$ cat src/rtl/regfile_pkg.sv
// Shared constants, state encoding and address-width helper for the multi-port register file.
package regfile_pkg;

  localparam int unsigned XLEN_DEF  = 32;
  localparam int unsigned DEPTH_DEF = 32;
  localparam int unsigned NREAD_DEF = 2;
  localparam int unsigned ZERO_REG  = 0;

  typedef enum logic [0:0] {
    RF_CLEAR = 1'b0,
    RF_IDLE  = 1'b1
  } rf_state_t;

  // Address width for a given depth; depth is always >= 2 so this is >= 1.
  function automatic int unsigned aw_of(input int unsigned depth);
    return (depth < 2) ? 1 : $clog2(depth);
  endfunction

endpackage

$ cat src/rtl/regfile_clr_fsm.sv
// Clear sequencer: walks every entry after reset, then idles; flags writes dropped while clearing.
module regfile_clr_fsm
  import regfile_pkg::*;
#(
  parameter int unsigned DEPTH = DEPTH_DEF
) (
  input  logic                       clk,
  input  logic                       rst,
  input  logic                       we3,
  output logic                       busy,
  output logic                       wr_drop,
  output logic                       clr_we,
  output logic [aw_of(DEPTH)-1:0]    clr_addr
);

  localparam int unsigned AW = aw_of(DEPTH);
  localparam logic [AW-1:0] LAST = AW'(DEPTH - 1);

  rf_state_t     r_state;
  rf_state_t     w_state_nxt;
  logic [AW-1:0] r_cnt;
  logic [AW-1:0] w_cnt_nxt;
  logic          r_wr_drop;
  logic          w_wr_drop_nxt;

  always_ff @(posedge clk) begin
    if (rst) begin
      r_state   <= RF_CLEAR;
      r_cnt     <= '0;
      r_wr_drop <= 1'b0;
    end else begin
      r_state   <= w_state_nxt;
      r_cnt     <= w_cnt_nxt;
      r_wr_drop <= w_wr_drop_nxt;
    end
  end

  always_comb begin
    w_state_nxt   = r_state;
    w_cnt_nxt     = r_cnt;
    w_wr_drop_nxt = 1'b0;
    if (r_state == RF_CLEAR) begin
      w_wr_drop_nxt = we3;
      if (r_cnt == LAST) begin
        w_state_nxt = RF_IDLE;
        w_cnt_nxt   = '0;
      end else begin
        w_cnt_nxt = r_cnt + AW'(1);
      end
    end
  end

  assign busy     = (r_state == RF_CLEAR);
  assign clr_we   = busy & ~rst;
  assign clr_addr = r_cnt;
  assign wr_drop  = r_wr_drop;

endmodule

$ cat src/rtl/regfile_mp.sv
// Parametrised multi-read-port register file with sequential clear after reset.
// Define REGFILE_BYPASS_EN for same-cycle write-through to matching read ports.
module regfile_mp
  import regfile_pkg::*;
#(
  parameter int unsigned XLEN  = XLEN_DEF,
  parameter int unsigned DEPTH = DEPTH_DEF,
  parameter int unsigned NREAD = NREAD_DEF
) (
  input  logic                                 clk,
  input  logic                                 rst,
  input  logic                                 we3,
  input  logic [aw_of(DEPTH)-1:0]              wa3,
  input  logic [XLEN-1:0]                      wd3,
  input  logic [NREAD-1:0][aw_of(DEPTH)-1:0]   ra,
  output logic [NREAD-1:0][XLEN-1:0]           rd,
  output logic                                 busy,
  output logic                                 wr_drop
);

  localparam int unsigned   AW      = aw_of(DEPTH);
  localparam logic [AW:0]   DEPTH_L = (AW+1)'(DEPTH);
  localparam logic [AW-1:0] ZERO_A  = AW'(ZERO_REG);

  logic            w_busy;
  logic            w_clr_we;
  logic [AW-1:0]   w_clr_addr;
  logic            w_wr_en;
  logic [XLEN-1:0] r_mem [DEPTH];

  // Writable/readable addresses exclude the hardwired zero entry and anything past DEPTH.
  function automatic logic addr_ok(input logic [AW-1:0] a);
    return (a != ZERO_A) && ({1'b0, a} < DEPTH_L);
  endfunction

  regfile_clr_fsm #(
    .DEPTH (DEPTH)
  ) u_clr_fsm (
    .clk      (clk),
    .rst      (rst),
    .we3      (we3),
    .busy     (w_busy),
    .wr_drop  (wr_drop),
    .clr_we   (w_clr_we),
    .clr_addr (w_clr_addr)
  );

  assign busy    = w_busy;
  assign w_wr_en = ~w_busy & ~rst & we3 & addr_ok(wa3);

  // Clear has priority; normal writes only reach the array in IDLE.
  always_ff @(posedge clk) begin
    if (w_clr_we) begin
      r_mem[w_clr_addr] <= '0;
    end else if (w_wr_en) begin
      r_mem[wa3] <= wd3;
    end
  end

  always_comb begin
    for (int i = 0; i < int'(NREAD); i++) begin
      rd[i] = '0;
      if (!w_busy && addr_ok(ra[i])) begin
`ifdef REGFILE_BYPASS_EN
        rd[i] = (w_wr_en && (ra[i] == wa3)) ? wd3 : r_mem[ra[i]];
`else
        rd[i] = r_mem[ra[i]];
`endif
      end
    end
  end

endmodule

$ cat config.mk
export PLATFORM = sky130hd
export DESIGN_NAME = regfile_mp
export DESIGN_NICKNAME = d
export VERILOG_FILES = /design/src/rtl/regfile_pkg.sv /design/src/rtl/regfile_clr_fsm.sv /design/src/rtl/regfile_mp.sv
export SDC_FILE = /design/constraint.sdc
export NUM_CORES = 1
export LEC_CHECK = 0
export CORE_MARGIN = 8
export CORE_UTILIZATION = 40
export CTS_CLUSTER_SIZE = 24
export DETAILED_ROUTE_END_ITERATION = 7
export GPL_TIMING_DRIVEN = 0
export PLACE_DENSITY = 0.53
export REMOVE_ABC_BUFFERS = 1
export SLEW_MARGIN = 10
export SYNTH_ARGS = -nofsm -noshare
export SYNTH_HDL_FRONTEND = slang
export SYNTH_SLANG_ARGS = --single-unit
export TNS_END_PERCENT = 10
$ cat constraint.sdc
create_clock -name clk -period 8.5 [get_ports clk]
set_input_delay 2.125 -clock clk [delete_from_list [all_inputs] [get_ports clk]]
set_output_delay 2.125 -clock clk [all_outputs]
set_load 0.1 [all_outputs]
==> results.ini <==
[status]
status = finished, final reports clean

[floorplan]
rows = 127
coreArea_mm2 = 0.1200
ios = 116
die_x_um = 363.8
dieArea_mm2 = 0.1324
initial_utilization_pct = 40.33
die_h_um = 363.8

[synthesis]
synth_flop_cell = edfxtp_1
synthMostInstantiatedCell = edfxtp_1
synth_compound_area_share_pct = 5.862
yosysTopAreaCell = edfxtp_1
synth_top_family_by_area = multiplexers
netlist_area_mm2 = 0.04839
synth-adder-area-share_pct = 0.05171
synth_mux_area_share_pct = 22.56
ys_seq_area_share_pct = 63.84
synth_xor_area_share_pct = 0
synthTopCellsByCount = edfxtp_1, mux2i_1, a22oi_1, mux4_2, nand3_1
synth_seq_cells = 1031
synthArstFlopShare_pct = 0
synth_edf_count = 1024
yosysUniqueCellTypes = 52
postSynthAreaPerCell_um2 = 16.69
synthSimpleGateAreaFrac_pct = 4.980
synth_top_area_share_pct = 63.55
netlist_instances = 2900
ys_warn_count = 0
synthTopCellsByArea = edfxtp_1, mux4_2, mux2i_1, a22oi_1, nand3_1

[grt]
grt_pass1_wl_um = 221300
grt_pass1_vias = 30939
track_usage_pct = 23.10
grt_max_degree = 80
overflow = 0
antenna_found_initial = 3

[power_and_ir_drop]
cellPowerDensity_mw_per_mm2 = 194.7
leakage_nw = 21.03
ir_worst_vdd_mv = 0.2143
power_w = 0.01114

[detailed_routing]
vias = 30165
routedWlPerCell_um = 32.71
drc = 0
dr.pass1.iters = 5
viasPerCell = 6.277
drt_iter0_markers = 3079
ant_nets = 0
wirelength_um = 157200

[place]
place_hpwl_um = 106700
port_buffers = 115
gp_congestion = 0.7772
dp_slack_ps = -172.1
place_area_mm2 = 0.05343

[cts]
clk_pin_slew_ps = 50
cts_tree = yes
clock_latency_ps = 710
cts.sinks = 1031
cts_buffer_depth = 3
htreeDepth = 3
cts_root_buf = clkbuf_16
cts_made_buffers = 113
ctsHoldBuffers = 0

[sta]
skew_ps = 20.44
slew_violations = 0
period_needed_ps = 8320
slew_headroom_pct = 11.51
period_share_pct = 97.89
fmax_mhz = 120.2
worst_slew_pin_slew_ps = 1318
fin_tns_setup_ps = 0
finalHoldViolations = 0
rsz0062_at_grt = false
fin_ws_ps = 179.5
setup_violations = 0

[cells_and_area]
final_layout_size_suffix_gt1_share_pct = 21.54
n_antenna_cell = 0
final_area_mm2 = 0.05721
final_nets = 3150
areaGrowthSynthToFinish_pct = 18.22

[critical_path]
crit_type = input pin to primary output
cpPeakStageDelay_ps = 1060
worst_ep_arrival_time_ps = 6200
crit_slowest_cell = clkdlybuf4s50_1
worst_setup_path_end_kind = primary output
cp_cell_sequence = buf_8, buf_16, buf_16, and2_4, a22oi_1, nand3_1, nand4_1, clkdlybuf4s50_1
cp_common_cell = buf_16
worstPathRequired_ps = 6380
path_max_fanout = 79
cp-start-kind = input pin

[worst_hold_path]
worstHoldPathType = flip-flop to flip-flop

[flow_run]
maxCapViolCount = 0

-- flip-flops by register name (all words and copies together) (netlist names) --
register	count
r_mem	1024
u_clr_fsm.clr_addr	5
u_clr_fsm.wr_drop	1
u_clr_fsm.r_state	1
-- cells in the final DEF, fill, tap and decap left out, drive strengths merged, types with 2 or more instances in the layout --
cell type,instances
a21oi,126
clkdlybuf4s50,107
nor3,19
nor4,5
nor2,25
dfxtp,7
nand4b,2
and2,39
mux2i,519
o21ai,3
nand3b,2
nand2b,2
a211oi,2
nand2,71
and4b,3
dlymetal6s2s,2
nor2b,8
o31a,3
a22oi,256
and3,55
nand4,67
bufinv,16
a32oi,10
ha,2
clkinv,48
nor4b,3
clkbuf,139
clkinvlp,2
o32a,2
nor3b,4
o21ba,3
nand3,135
buf,207
edfxtp,1024
mux4,254
o22a,2
inv,10
a21o,2
-- per-layer routing --
metal	share of wire [%]	GRT usage (%)	vias up
li1	-	-	12462
met1	42	31.92	15908
met2	47	37.41	1475
met3	7.5	3.915	320
met4	3.4	7.295	0
met5	0	0	-
-- power breakdown --
group / internal, W / leakage [nW] / total [W] / switching (W)
registers: 0.00553 / 10.9 / 0.00555 / 0.0000123
clock network: 0.00294 / 1.82 / 0.00495 / 0.00201
logic: 0.000271 / 8.32 / 0.000641 / 0.000369
-- worst paths after layout --
| check | start | slack (ps) | cells past startpoint | end |
|---|---|---|---|---|
| min | u_clr_fsm.clr_addr[0]$_SDFFE_PP0N_ | 570 | 2 | u_clr_fsm.clr_addr[3]$_SDFFE_PP0N_ |
| min reg2reg | u_clr_fsm.clr_addr[0]$_SDFFE_PP0N_ | 570 | 2 | u_clr_fsm.clr_addr[3]$_SDFFE_PP0N_ |
| max | ra[7] | 180 | 8 | rd[33] |
| max reg2reg | u_clr_fsm.r_state$_SDFF_PP0_ | 3710 | 9 | r_mem[14][0]$_DFFE_PP_ |
-- cells by family after synthesis --
group / count (synthesis)
DFF: 1031
AOI/OAI and AO/OA: 416
adders and majority gates: 2
muxes: 773
buffers and inverters: 237
and+or+nand+nor: 441
-- final cells by class --
cell class | count | area [µm²]
Timing Repair Buffer | 316 | 3960
Tap cell | 1612 | 2017
Multi-Input combinational cell | 1632 | 16590
Clock buffer | 139 | 2947
Clock inverter | 72 | 785.8
Sequential cell | 1031 | 30890
Fill cell | 10047 | 62760
Inverter | 4 | 15.01
-- metrics by stage --
step	hold slack [ps]	instances	util, %
4_1_cts	566.9	4805	47.67
3_3_place_gp	538.8	4394	41.89
5_1_grt	592.4	4806	47.68
6_report	566.1	4806	47.68
2_1_floorplan	510.0	2667	-
3_5_place_dp	557.2	4592	44.53
-- worst max-delay path, delay by kind of cell --
kind                   cells  cell delay (ps)
buffers and inverters      4             2400
AND/OR/NAND/NOR            3             1210
AO/OA/AOI/OAI              1              200
-- repair_timing --
item / CTS / global route
gates resized for setup: 2 / 2
endpoints found under the setup margin: 22 / 2
gates cloned: 0 / 0
endpoints found under the hold margin: 0 / 0
pin swaps: 0 / 0
buffers inserted: 2 / 0
Power figures use the tool's default switching activity.
